[config.mk]
export PLATFORM = sky130hd
export DESIGN_NAME = reg_save_restore
export DESIGN_NICKNAME = d
export VERILOG_FILES = /design/src/rtl/reg_save_restore_pkg.sv /design/src/rtl/reg_save_restore.sv
export SDC_FILE = /design/constraint.sdc
export NUM_CORES = 1
export LEC_CHECK = 0
export ABC_AREA = 1
export ABC_CLOCK_PERIOD_IN_PS = 1800
export BUFFER_PORTS_ARGS = -buffer_cell sky130_fd_sc_hd__buf_2
export CAP_MARGIN = 20
export CORE_MARGIN = 2
export CORE_UTILIZATION = 25
export CTS_BUF_LIST = sky130_fd_sc_hd__clkbuf_8
export CTS_CLUSTER_SIZE = 24
export DETAILED_ROUTE_END_ITERATION = 7
export GPL_ROUTABILITY_DRIVEN = 0
export PLACE_DENSITY_LB_ADDON = 0.1
export REMOVE_ABC_BUFFERS = 1
export SLEW_MARGIN = 20
export SYNTH_ARGS = -nofsm -noshare
export SYNTH_HDL_FRONTEND = slang
export SYNTH_SLANG_ARGS = --single-unit
[constraint.sdc]
create_clock -name Clk -period 1.8 [get_ports Clk]
set_input_delay 0.36 -clock Clk [delete_from_list [all_inputs] [get_ports Clk]]
set_output_delay 0.36 -clock Clk [all_outputs]
set_load 0.1 [all_outputs]
[src/rtl/reg_save_restore_pkg.sv]
// Shared types and constants for the register save/restore sequencer.
package reg_save_restore_pkg;

  typedef enum logic [1:0] {
    ST_IDLE    = 2'd0,
    ST_SAVE    = 2'd1,
    ST_RESTORE = 2'd2,
    ST_DONE    = 2'd3
  } state_t;

  localparam logic MODE_SAVE    = 1'b0;
  localparam logic MODE_RESTORE = 1'b1;

endpackage

[src/rtl/reg_save_restore.sv]
// Streams a window of the register file out (save) or back in (restore),
// one register per handshake, starting at Base and wrapping modulo 2**D.
//
// state   | meaning
// IDLE    | waiting for Start; Base/Len captured on the Start edge
// SAVE    | RdData at the address counter offered on the So stream
// RESTORE | Si stream beats written to the register file
// DONE    | one-cycle Done pulse, then back to IDLE
module reg_save_restore
  import reg_save_restore_pkg::*;
#(
  parameter int W = 8,
  parameter int D = 4
) (
  input  logic         Clk,
  input  logic         Reset,
  input  logic         Start,
  input  logic         Mode,
  input  logic [D-1:0] Base,
  input  logic [D:0]   Len,
  output logic         Busy,
  output logic         Done,
  output logic [D-1:0] RaddrA,
  input  logic [W-1:0] RdData,
  output logic [D-1:0] Waddr,
  output logic         WriteEn,
  output logic [W-1:0] WrData,
  output logic         SoValid,
  input  logic         SoReady,
  output logic [W-1:0] SoData,
  input  logic         SiValid,
  output logic         SiReady,
  input  logic [W-1:0] SiData
);

  state_t       state, state_nxt;
  logic [D-1:0] addr_q;
  logic [D:0]   remaining_q;
  logic         so_fire;
  logic         si_fire;
  logic         last_beat;
  logic         start_take;

  assign so_fire    = (state == ST_SAVE) && SoReady;
  assign si_fire    = (state == ST_RESTORE) && SiValid;
  assign last_beat  = (remaining_q == (D+1)'(1));
  assign start_take = (state == ST_IDLE) && Start;

  always_ff @(posedge Clk) begin
    if (Reset) state <= ST_IDLE;
    else       state <= state_nxt;
  end

  always_comb begin
    state_nxt = state;
    case (state)
      ST_IDLE: begin
        if (Start) begin
          if (Len == '0)              state_nxt = ST_DONE;
          else if (Mode == MODE_SAVE) state_nxt = ST_SAVE;
          else                        state_nxt = ST_RESTORE;
        end
      end
      ST_SAVE:    if (so_fire && last_beat) state_nxt = ST_DONE;
      ST_RESTORE: if (si_fire && last_beat) state_nxt = ST_DONE;
      ST_DONE:    state_nxt = ST_IDLE;
      default:    state_nxt = ST_IDLE;
    endcase
  end

  // Address wraps naturally at D bits; remaining only counts down to zero.
  always_ff @(posedge Clk) begin
    if (Reset) begin
      addr_q      <= '0;
      remaining_q <= '0;
    end else if (start_take) begin
      addr_q      <= Base;
      remaining_q <= Len;
    end else if (so_fire || si_fire) begin
      addr_q      <= addr_q + D'(1);
      remaining_q <= remaining_q - (D+1)'(1);
    end
  end

  // Control outputs are masked by Reset so an aborting cycle cannot write.
  always_comb begin
    Busy    = 1'b0;
    Done    = 1'b0;
    SoValid = 1'b0;
    SiReady = 1'b0;
    WriteEn = 1'b0;
    if (!Reset) begin
      case (state)
        ST_SAVE: begin
          Busy    = 1'b1;
          SoValid = 1'b1;
        end
        ST_RESTORE: begin
          Busy    = 1'b1;
          SiReady = 1'b1;
          WriteEn = SiValid;
        end
        ST_DONE: Done = 1'b1;
        default: ;
      endcase
    end
  end

  assign RaddrA = addr_q;
  assign Waddr  = addr_q;
  assign SoData = RdData;
  assign WrData = SiData;

endmodule

Word-level counts from Yosys, hierarchy flattened
Index checks and enable logic that the tools add are counted.
Storage, ports and cells
  flip-flop bits (word level): 11
  input bits: 31
  output and inout bits: 29
  logic and storage cells: 43
Cells by class
  add/sub/neg operators: 2
  equal/unequal tests: 7
  mux-type cells: 20
  reductions and logical operators: 11
Operators with widths (number)
  $mux 1: 10
  $mux 2: 5
  $mux 5: 2
  $mux 4: 2
  $pmux 2 s4: 1
  $eq 5x1->1 const B: 1
  $logic_and 1x1->1: 5
  $logic_not 5->1: 1
  $sub 5x1->5 const B: 1
  $add 4x1->4 const B: 1
  $eq 2x2->1 const B: 2
  $ne 2x1->1 const B: 2
  $reduce_and 3->1: 1
  $eq 2x1->1 const B: 1
  $logic_not 2->1: 1
  $ne 2x2->1 const B: 1
  $reduce_bool 2->1: 1
  $reduce_or 2->1: 1
  $logic_or 1x1->1: 1

Logic depth before layout (Yosys ltp)
Gate-level depths: netlist (run 1).
  depth in word-level cells: 5
  depth in mapped cells: 10
  mapped depth without buffers: 10

Worst setup path before layout (run 1)
Ideal clock, no wire load.
  path type: flip-flop to output port
  start point: reg state[0]
  end point: out Busy
  data arrival time: 1.980 ns
  required time: 1.440 ns
  slack: -0.540 ns
  cell stages (with the launch flop): 5
  buffers on the path: 0
  path through: dfxtp_1 -> inv_1 -> ha_1 -> inv_1 -> nor2_1
On the way
  longest elaborated chain between the ends: 4
  elaborated cells on any way between the ends: 5
  those cells by class: 2 x eq/ne; 2 x mux; 1 x reduce/logical
RTL lines
  from (decl): line reg_save_restore.sv:36  | state_t state, state_nxt;
  from (signal assigned): line reg_save_restore.sv:51  | else state <= state_nxt;
  $eq 2x1->1 / $eq 2x2->1 (equally long branches): line reg_save_restore.sv:93  | case (state)
  $reduce_or 2->1 (no line) (*)
  $mux 1 (*): line reg_save_restore.sv:93
  $mux 1 (*): line reg_save_restore.sv:92  | if (!Reset) begin
  to (decl): line reg_save_restore.sv:21  | output logic Busy,
Every way passes the cells marked *; elsewhere a longest branch is shown, timed or not.

Worst setup path in the final report (run 1)
  start point: reg state[0]
  end point: out WriteEn
On the way
  longest elaborated chain between the ends: 3
RTL lines
  $eq 2x2->1: line reg_save_restore.sv:93
  $mux 1: line reg_save_restore.sv:93
  $mux 1: line reg_save_restore.sv:92
  to (decl): line reg_save_restore.sv:26  | output logic WriteEn,
Every way passes these cells.

==> impl_results.html, run 1 <==
<table>
<tr><th>Metric</th><th>Value</th></tr>
<tr><th colspan="2">Worst setup path</th></tr>
<tr><td>Crit path capture</td><td>WriteEn</td></tr>
<tr><td>Worst reg2reg startpoint</td><td>state[0]</td></tr>
<tr><td>Logic depth of the worst register-to-register path</td><td>8</td></tr>
<tr><td>Arrival time of the worst setup path</td><td>1.36 ns</td></tr>
<tr><td>Worst R2R End</td><td>remaining_q[0]</td></tr>
<tr><td>Reg2Reg Setup Slack</td><td>0.29 ns</td></tr>
<tr><td>CP startpoint kind</td><td>flip-flop</td></tr>
<tr><td>Nature of the critical path endpoint</td><td>output pin</td></tr>
<tr><td>CP Launch Point</td><td>state[0]</td></tr>
<tr><td>Critical path class</td><td>reg -&gt; out</td></tr>
<tr><td>WP data required</td><td>between 1 and 1.5 ns</td></tr>
<tr><td>Crit path max fanout</td><td>4</td></tr>
<tr><th colspan="2">Timing</th></tr>
<tr><td>Portion of the clock cycle consumed by the worst path in the final layout</td><td>0.955</td></tr>
<tr><td>Transition at the pin with the smallest max-transition slack</td><td>around 0.49 ns</td></tr>
<tr><td>Fin crit period</td><td>~1.7 ns</td></tr>
<tr><td>Worst Setup Slack, final</td><td>between 0.08 and 0.09 ns</td></tr>
<tr><td>Final number of setup-violating endpoints</td><td>0</td></tr>
<tr><td>Final max-slew violation count</td><td>0</td></tr>
<tr><td>Fmax achieved</td><td>slightly below 600 MHz</td></tr>
<tr><td>Worst Skew</td><td>0.00520 ns</td></tr>
<tr><td>Final count of hold timing violations</td><td>0</td></tr>
<tr><td>Unrepaired setup endpoints after global routing</td><td>no</td></tr>
<tr><td>Worst-case headroom to the max-slew limit</td><td>0.679</td></tr>
<tr><th colspan="2">Pwr</th></tr>
<tr><td>Sum of internal, switching and leakage power</td><td>between 0.002 and 0.003 W</td></tr>
<tr><td>Pleak</td><td>between 0.5 and 0.6 nW</td></tr>
<tr><td>Peak supply drop</td><td>623 uV</td></tr>
<tr><td>Total power per unit cell area</td><td>2220 mW/mm^2</td></tr>
<tr><th colspan="2">Drt</th></tr>
<tr><td>Total via count in the routed design</td><td>roughly 890</td></tr>
<tr><td>Number of optimization iterations in the first detailed-route pass</td><td>3</td></tr>
<tr><td>Drt first-iter violations</td><td>25</td></tr>
<tr><td>Routed wire length per instance</td><td>approximately 13 um</td></tr>
<tr><td>Number of vias per cell</td><td>around 4.4</td></tr>
<tr><td>Count of unresolved DRC violations after routing</td><td>0</td></tr>
<tr><td>Antenna-violating nets left</td><td>0</td></tr>
<tr><td>Total detailed-routing wirelength</td><td>approximately 2.5 mm</td></tr>
<tr><th colspan="2">Placement</th></tr>
<tr><td>HPWL reported at the end of detailed placement</td><td>2.03 mm</td></tr>
<tr><td>Worst slack at placement</td><td>about 0.25 ns</td></tr>
<tr><td>Instance area after placement</td><td>0.00109 mm^2</td></tr>
<tr><td>Buffers on Ports</td><td>27</td></tr>
<tr><th colspan="2">Status</th></tr>
<tr><td>Run status</td><td>complete, no violations</td></tr>
<tr><th colspan="2">GRT</th></tr>
<tr><td>Global route overflow</td><td>0</td></tr>
<tr><td>Antenna violations before repair</td><td>0</td></tr>
<tr><td>First-pass GRT wire length</td><td>4.00 mm</td></tr>
<tr><td>Via count of the first global-routing pass</td><td>847</td></tr>
<tr><td>Maximum number of pins on one net before global-route repair</td><td>15</td></tr>
<tr><td>Total global-route track usage</td><td>0.124</td></tr>
<tr><th colspan="2">Clock network</th></tr>
<tr><td>Clock transition at the registers of the reported paths</td><td>0.05 ns</td></tr>
<tr><td>Clk sinks</td><td>11</td></tr>
<tr><td>CTS Buffer Depth</td><td>2</td></tr>
<tr><td>TritonCTS buffer count</td><td>3</td></tr>
<tr><td>Source-to-sink clock delay at the later pin of the worst-skew pair</td><td>0.24 ns</td></tr>
<tr><td>CTS H-Tree Depth</td><td>1</td></tr>
<tr><td>Root buf cell</td><td>sky130_fd_sc_hd__clkbuf_8</td></tr>
<tr><td>TritonCTS clock tree</td><td>done</td></tr>
<tr><th colspan="2">Synthesis</th></tr>
<tr><td>Synthesized area divided by synthesized cell count</td><td>6.77 um^2</td></tr>
<tr><td>Most used DFF post-synth</td><td>sky130_fd_sc_hd__dfxtp_1</td></tr>
<tr><td>Yosys warns</td><td>0</td></tr>
<tr><td>Synth cell types</td><td>26</td></tr>
<tr><td>Fraction of the yosys area taken by sequential cells</td><td>0.224</td></tr>
<tr><td>Number of synthesized flops with an enable pin</td><td>0</td></tr>
<tr><td>Share of the synthesized area in the top cell type</td><td>0.224</td></tr>
<tr><td>Top cell types by occurrence after synthesis</td><td>sky130_fd_sc_hd__nand2_1 (29), sky130_fd_sc_hd__buf_4 (20), sky130_fd_sc_hd__inv_1 (15)</td></tr>
<tr><td>Share of flip-flops with an asynchronous set or reset</td><td>0</td></tr>
<tr><td>Most common cell in the synthesized netlist</td><td>sky130_fd_sc_hd__nand2_1</td></tr>
<tr><td>Post-synthesis instance area</td><td>around 980 um^2</td></tr>
<tr><td>Gate count after technology mapping</td><td>around 150</td></tr>
<tr><td>Cell type with the largest total area after synthesis</td><td>sky130_fd_sc_hd__dfxtp_1</td></tr>
<tr><td>Top area cells in the synthesized netlist</td><td>sky130_fd_sc_hd__dfxtp_1 (22%), sky130_fd_sc_hd__buf_4 (15%), sky130_fd_sc_hd__nand2_1 (11%), sky130_fd_sc_hd__ha_1 (10%), sky130_fd_sc_hd__inv_1 (5.7%)</td></tr>
<tr><td>Number of flip-flops and latches in the synthesized netlist</td><td>11</td></tr>
<tr><th colspan="2">Die</th></tr>
<tr><td>Ports</td><td>60</td></tr>
<tr><td>Num rows</td><td>22</td></tr>
<tr><td>Die outline height</td><td>66.6 um</td></tr>
<tr><td>Core ar.</td><td>0.00372 mm^2</td></tr>
<tr><td>Effective utilization at floorplan</td><td>0.264</td></tr>
<tr><td>DIE AREA</td><td>roughly 0.0044 mm^2</td></tr>
<tr><td>Die width</td><td>around 67 um</td></tr>
<tr><th colspan="2">Finish</th></tr>
<tr><td>Final design area excluding fillers</td><td>0.00114 mm^2</td></tr>
<tr><td>Fraction of final layout cells sized beyond drive strength 1</td><td>0.286</td></tr>
<tr><td>Number of nets in the final layout</td><td>just under 200</td></tr>
<tr><td>Area overhead of the layout relative to synthesis</td><td>16.1%</td></tr>
<tr><td>Count of antenna diodes in the layout</td><td>0</td></tr>
<tr><th colspan="2">Hold path</th></tr>
<tr><td>Class of the most critical hold timing path</td><td>in -&gt; reg</td></tr>
<tr><th colspan="2">Flow run</th></tr>
<tr><td>Count of maximum capacitance violations</td><td>0</td></tr>
</table>
## power breakdown
| group | total [W] | switching (W) | internal, W |
|---|---|---|---|
| registers | 0.000465 | 0.000110 | 0.000355 |
| clock network | 0.000247 | 0.0000968 | 0.000150 |
| logic | 0.00182 | 0.00131 | 0.000502 |
| total | 0.00253 | 0.00152 | 0.00101 |
## worst max-delay path: stages (launching register included)
cell and delay, ns:
sky130_fd_sc_hd__dfxtp_1 0.32, sky130_fd_sc_hd__inv_1 0.13, sky130_fd_sc_hd__ha_2 0.23, sky130_fd_sc_hd__nand2_2 0.10, sky130_fd_sc_hd__nor2_2 0.14, sky130_fd_sc_hd__buf_12 0.19
## cells in the final DEF, fill, tap and decap left out
| master | count |
|---|---|
| sky130_fd_sc_hd__a31oi_1 | 2 |
| sky130_fd_sc_hd__inv_2 | 3 |
| sky130_fd_sc_hd__dfxtp_1 | 11 |
| sky130_fd_sc_hd__nor2_2 | 3 |
| sky130_fd_sc_hd__buf_2 | 22 |
| sky130_fd_sc_hd__nor2_4 | 1 |
| sky130_fd_sc_hd__nor2_1 | 11 |
| sky130_fd_sc_hd__ha_2 | 1 |
| sky130_fd_sc_hd__nand3b_1 | 1 |
| sky130_fd_sc_hd__o21ai_0 | 3 |
| sky130_fd_sc_hd__nand2_1 | 29 |
| sky130_fd_sc_hd__or2_1 | 1 |
| sky130_fd_sc_hd__nand3_2 | 1 |
| sky130_fd_sc_hd__inv_1 | 16 |
| sky130_fd_sc_hd__clkbuf_8 | 3 |
| sky130_fd_sc_hd__buf_12 | 5 |
| sky130_fd_sc_hd__ha_1 | 7 |
| sky130_fd_sc_hd__or2_0 | 1 |
| sky130_fd_sc_hd__a21oi_1 | 7 |
| sky130_fd_sc_hd__nand3_4 | 1 |
| sky130_fd_sc_hd__xor2_1 | 2 |
| sky130_fd_sc_hd__nand4_1 | 1 |
| sky130_fd_sc_hd__xnor2_1 | 1 |
| sky130_fd_sc_hd__inv_4 | 1 |
| sky130_fd_sc_hd__o21ai_1 | 8 |
| sky130_fd_sc_hd__nand3_1 | 9 |
| sky130_fd_sc_hd__nand2_2 | 3 |
## layout make-up
type / count / area, um^2
clock buffer: 3 / 41.3
clock inverter: 1 / 3.75
fill: 429 / 2580
inverter: 19 / 73.8
multi-input combinational: 93 / 529
sequential: 11 / 220
tap: 48 / 60.1
timing repair buffer: 27 / 210
## sequential cells by signal, summed over array words and instances, names as in the netlist
| register | cells |
|---|---|
| RaddrA | 4 |
| remaining_q | 5 |
| state | 2 |
## metal layers
| metal | GRT usage | wire length (um) |
|---|---|---|
| met1 | 0.155 | 1100 |
| met2 | 0.168 | 1100 |
| met3 | 0.0929 | 321 |
| met4 | 0.0306 | 18 |
| met5 | 0 | 0 |
## worst min path at each step
stage                     startpoint  depth (start not counted)        end  slack (ns)
final                        Base[1]                          3  RaddrA[1]        0.39
after CTS                    Base[1]                          3  RaddrA[1]        0.40
after global routing         Base[1]                          3  RaddrA[1]        0.40
after floorplan                Reset                          1  RaddrA[3]        0.43
after global placement     RaddrA[3]                          2  RaddrA[3]        0.51
after detailed placement   RaddrA[3]                          2  RaddrA[3]        0.51
## repair_timing
| item | in CTS | in global routing |
|---|---|---|
| setup buffers | 0 | 0 |
| resized for setup | 1 | 2 |
| hold buffers | 0 | 0 |
| pin swaps | 0 | 0 |
| setup endpoints to repair | 1 | 3 |
## kinds of logic (layout without fill, tap and decap cells)
| logic type | count (synthesis) | count (layout) | share of synthesized area |
|---|---|---|---|
| DFF | 11 | 11 | 0.224 |
| and+or+nand+nor | 62 | 62 | 0.298 |
| xor gates and xnor gates | 3 | 3 | 0.0268 |
| AOI/OAI and AO/OA | 20 | 20 | 0.105 |
| buffers and inverters | 41 | 50 | 0.244 |
| adders and majority gates | 8 | 8 | 0.102 |
## metrics by stage
step,util,setup TNS [ns],std cells,hold WS [ns]
2_1_floorplan,-,-5.60,123,0.429
3_3_place_gp,0.292,0,198,0.507
3_5_place_dp,0.292,0,198,0.510
4_1_cts,0.305,0,202,0.395
5_1_grt,0.306,0,202,0.404
6_report,0.306,0,202,0.393
(Power assumes the default switching activity.)
==> run 2, diff against run 1 <==
Settings changed: ABC_AREA 1 to default.
==> run 2 against run 1 <==
Utilization rose by 0.78 points. Critical path depth unchanged. Maximum frequency is 1.4% lower. Hold slack improved by 0.0031 ns. Sequential cell count unchanged.
==> impl_results.html, run 2 <==
<table>
<tr><th>Metric</th><th>Value</th></tr>
<tr><th colspan="2">Finish</th></tr>
<tr><td>Count of antenna diodes in the layout</td><td>0 (unchanged)</td></tr>
<tr><td>Share of the core filled with cells</td><td>0.314 (+0.00781)</td></tr>
<tr><td>Filler cell count</td><td>376 (-12%)</td></tr>
<tr><td>Fraction of final layout cells sized beyond drive strength 1</td><td>0.339 (+0.0534)</td></tr>
<tr><td>Register with the highest flop count</td><td>remaining_q</td></tr>
<tr><td>Most common cell after layout, fill and taps aside</td><td>sky130_fd_sc_hd__buf_2</td></tr>
<tr><td>Number of nets in the final layout</td><td>155 (-20%)</td></tr>
<tr><td>Flip-flop count of the largest register, all copies and words added</td><td>5 (unchanged)</td></tr>
<tr><td>Most frequent cells in the layout</td><td>sky130_fd_sc_hd__buf_2 (22), sky130_fd_sc_hd__dfxtp_1 (9), sky130_fd_sc_hd__nor2_1 (9), sky130_fd_sc_hd__nand2_1 (8)</td></tr>
<tr><td>Area overhead of the layout relative to synthesis</td><td>20.9%</td></tr>
<tr><th colspan="2">GRT</th></tr>
<tr><td>Maximum number of pins on one net before global-route repair</td><td>16 (+1)</td></tr>
<tr><td>Antenna violations before repair</td><td>0 (unchanged)</td></tr>
<tr><td>Via count of the first global-routing pass</td><td>704 (-17%)</td></tr>
<tr><td>Global route overflow</td><td>0 (unchanged)</td></tr>
<tr><td>Total global-route track usage</td><td>0.112 (-0.0128)</td></tr>
<tr><td>First-pass GRT wire length</td><td>3.33 mm (-17%)</td></tr>
<tr><th colspan="2">Synthesis</th></tr>
<tr><td>Synth cell types</td><td>26 (unchanged)</td></tr>
<tr><td>Yosys warns</td><td>0 (unchanged)</td></tr>
<tr><td>Post-synthesis instance area</td><td>867 um^2 (-12%)</td></tr>
<tr><td>Most used DFF post-synth</td><td>sky130_fd_sc_hd__dfxtp_1</td></tr>
<tr><td>Top cell types by occurrence after synthesis</td><td>sky130_fd_sc_hd__buf_4 (20), sky130_fd_sc_hd__dfxtp_1 (11), sky130_fd_sc_hd__nor2_1 (9)</td></tr>
<tr><td>Fraction of the yosys area taken by sequential cells</td><td>0.254 (+0.0295)</td></tr>
<tr><td>Most common cell in the synthesized netlist</td><td>sky130_fd_sc_hd__buf_4</td></tr>
<tr><td>Gate count after technology mapping</td><td>106 (-27%)</td></tr>
<tr><td>Synthesized area divided by synthesized cell count</td><td>8.18 um^2 (+21%)</td></tr>
<tr><td>Number of synthesized flops with an enable pin</td><td>0 (unchanged)</td></tr>
<tr><td>Share of flip-flops with an asynchronous set or reset</td><td>0 (unchanged)</td></tr>
<tr><td>Number of flip-flops and latches in the synthesized netlist</td><td>11 (unchanged)</td></tr>
<tr><td>Top area cells in the synthesized netlist</td><td>sky130_fd_sc_hd__dfxtp_1 (25%), sky130_fd_sc_hd__buf_4 (17%), sky130_fd_sc_hd__ha_1 (12%), sky130_fd_sc_hd__xor2_1 (6.1%), sky130_fd_sc_hd__a211oi_1 (5.2%)</td></tr>
<tr><td>Share of the synthesized area in the top cell type</td><td>0.254 (+0.0295)</td></tr>
<tr><td>Cell type with the largest total area after synthesis</td><td>sky130_fd_sc_hd__dfxtp_1</td></tr>
<tr><th colspan="2">Pwr</th></tr>
<tr><td>Peak supply drop</td><td>591 uV (-5.2%)</td></tr>
<tr><td>Pleak</td><td>0.463 nW (-18%)</td></tr>
<tr><td>Total power per unit cell area</td><td>1770 mW/mm^2 (-20%)</td></tr>
<tr><td>Sum of internal, switching and leakage power</td><td>0.00186 W (-26%)</td></tr>
<tr><th colspan="2">Timing</th></tr>
<tr><td>Portion of the clock cycle consumed by the worst path in the final layout</td><td>0.968 (+0.0131)</td></tr>
<tr><td>Transition at the pin with the smallest max-transition slack</td><td>0.487 ns (+0.00165 ns)</td></tr>
<tr><td>Final hold slack</td><td>0.397 ns (+0.00310 ns)</td></tr>
<tr><td>Fin crit period</td><td>1.74 ns (+0.0236 ns)</td></tr>
<tr><td>Worst Skew</td><td>0.00222 ns (-0.00298 ns)</td></tr>
<tr><td>Final count of hold timing violations</td><td>0 (unchanged)</td></tr>
<tr><td>Fmax achieved</td><td>574 MHz (-1.4%)</td></tr>
<tr><td>Unrepaired setup endpoints after global routing</td><td>no</td></tr>
<tr><td>Worst-case headroom to the max-slew limit</td><td>0.675 (-0.00411)</td></tr>
<tr><td>Final max-slew violation count</td><td>0 (unchanged)</td></tr>
<tr><td>Final number of setup-violating endpoints</td><td>0 (unchanged)</td></tr>
<tr><th colspan="2">Worst setup path</th></tr>
<tr><td>Highest-delay cell along the critical path</td><td>sky130_fd_sc_hd__dfxtp_2</td></tr>
<tr><td>Delay-heaviest family, CP</td><td>flip-flops</td></tr>
<tr><td>Crit path buffers/inverters</td><td>2 (unchanged)</td></tr>
<tr><td>Nature of the critical path endpoint</td><td>output pin</td></tr>
<tr><td>Arrival time of the worst setup path</td><td>1.38 ns (+0.02 ns)</td></tr>
<tr><td>Cells along the critical path</td><td>inv_1, ha_2, nor2b_4, and2_4, buf_12</td></tr>
<tr><td>WP data required</td><td>1.44 ns (about the same)</td></tr>
<tr><td>CP startpoint kind</td><td>flip-flop</td></tr>
<tr><td>Delay of the slowest cell on the worst path</td><td>0.34 ns (+0.02 ns)</td></tr>
<tr><td>Crit path max fanout</td><td>4 (unchanged)</td></tr>
<tr><td>Critical path class</td><td>reg -&gt; out</td></tr>
<tr><th colspan="2">Placement</th></tr>
<tr><td>HPWL reported at the end of detailed placement</td><td>1.71 mm (-15%)</td></tr>
<tr><td>Buffers on Ports</td><td>27 (unchanged)</td></tr>
<tr><th colspan="2">Drt</th></tr>
<tr><td>Count of unresolved DRC violations after routing</td><td>0 (unchanged)</td></tr>
<tr><td>Total detailed-routing wirelength</td><td>2.15 mm (-15%)</td></tr>
<tr><td>Routed wire length per instance</td><td>13.3 um (+6.2%)</td></tr>
<tr><td>Number of vias per cell</td><td>4.37 (-0.98%)</td></tr>
<tr><td>Antenna-violating nets left</td><td>0 (unchanged)</td></tr>
<tr><td>Number of optimization iterations in the first detailed-route pass</td><td>2 (-1)</td></tr>
<tr><td>Drt first-iter violations</td><td>4 (-84%)</td></tr>
<tr><td>Total via count in the routed design</td><td>704 (-21%)</td></tr>
<tr><th colspan="2">Die</th></tr>
<tr><td>Core ar.</td><td>0.00334 mm^2 (-10%)</td></tr>
<tr><td>Die width</td><td>62.9 um (-5.6%)</td></tr>
<tr><td>Num rows</td><td>21 (-4.5%)</td></tr>
<tr><td>Die outline height</td><td>62.9 um (-5.6%)</td></tr>
<tr><td>Effective utilization at floorplan</td><td>0.260 (-0.00413)</td></tr>
<tr><td>DIE AREA</td><td>0.00396 mm^2 (-11%)</td></tr>
<tr><td>Ports</td><td>60 (unchanged)</td></tr>
<tr><th colspan="2">Flow run</th></tr>
<tr><td>Count of maximum capacitance violations</td><td>0 (unchanged)</td></tr>
<tr><th colspan="2">Clock network</th></tr>
<tr><td>TritonCTS clock tree</td><td>done</td></tr>
<tr><td>CTS Buffer Depth</td><td>2 (unchanged)</td></tr>
<tr><td>CTS H-Tree Depth</td><td>1 (unchanged)</td></tr>
<tr><td>TritonCTS buffer count</td><td>3 (unchanged)</td></tr>
<tr><td>Hold buffers post-CTS</td><td>0 (unchanged)</td></tr>
<tr><td>Clock transition at the registers of the reported paths</td><td>0.05 ns (about the same)</td></tr>
<tr><td>Clk sinks</td><td>11 (unchanged)</td></tr>
<tr><td>Source-to-sink clock delay at the later pin of the worst-skew pair</td><td>0.24 ns (about the same)</td></tr>
<tr><td>Root buf cell</td><td>sky130_fd_sc_hd__clkbuf_8</td></tr>
<tr><th colspan="2">Hold path</th></tr>
<tr><td>Class of the most critical hold timing path</td><td>in -&gt; reg</td></tr>
<tr><th colspan="2">Status</th></tr>
<tr><td>Run status</td><td>complete, no violations</td></tr>
</table>
-- run 2: stage by stage --
step           std cells  worst slack [ns]  setup TNS (ns)  area (um^2)
5_1_grt              161           0.00721               0         1050
2_1_floorplan         83             -1.44           -7.01          704
3_3_place_gp         157             0.168               0          980
3_5_place_dp         157             0.145               0          980
4_1_cts              161           0.00815               0         1040
6_report             161            0.0577               0         1050
-- run 2: worst min-delay path: cells and delay by family --
kind / cells / cell delay (ns)
buffers and inverters: 1 / 0.10
AND/OR/NAND/NOR: 1 / 0.07
AO/OA/AOI/OAI: 1 / 0.05
-- run 2: path summary, 6_finish.rpt --
check / start / endpoint / slack [ns] / cells past startpoint
worst max-delay path: state[0] / WriteEn / 0.06 / 5
worst min-delay path: Base[0] / RaddrA[0] / 0.40 / 3
worst max register to register: state[1] / RaddrA[3] / 0.29 / 6
worst min register to register: state[1] / state[1] / 0.50 / 2
-- run 2: cells by family after synthesis --
family / after synthesis / share of synthesized area
AOI/OAI and AO/OA: 16 / 0.126
xor gates and xnor gates: 7 / 0.0707
adders and majority gates: 8 / 0.115
buffers and inverters: 29 / 0.214
DFF: 11 / 0.254
muxes: 3 / 0.0346
and+or+nand+nor: 32 / 0.186
-- run 2: power breakdown --
group / leakage (nW) / total, W / internal (W) / switching, W
Clock: 0.0269 / 0.000255 / 0.000151 / 0.000104
Sequential: 0.0917 / 0.000409 / 0.000326 / 0.0000830
Combinational: 0.344 / 0.00119 / 0.000377 / 0.000817
-- run 2: area by class of cell --
class	instances	area (um^2)	area share
multi-input combinational	66	483	0.461
sequential	11	223	0.212
timing repair buffer	28	218	0.208
tap	46	57.6	0.0549
clock buffer	3	41.3	0.0394
inverter	6	22.5	0.0215
clock inverter	1	3.75	0.00358
-- run 2: repair_timing --
item	4_1_cts	5_1_grt
setup endpoints to repair	2	3
setup buffers	0	0
gates resized for setup	4	5
hold endpoints to repair	0	0
gates cloned	0	0
-- run 2: layer usage --
layer  vias up  track usage  wire length, um
li1        350            -                -
met1       316        0.121              880
met2        34        0.158              968
met3         4       0.0703              249
met4         0       0.0667               48
met5         -       0.0417                0
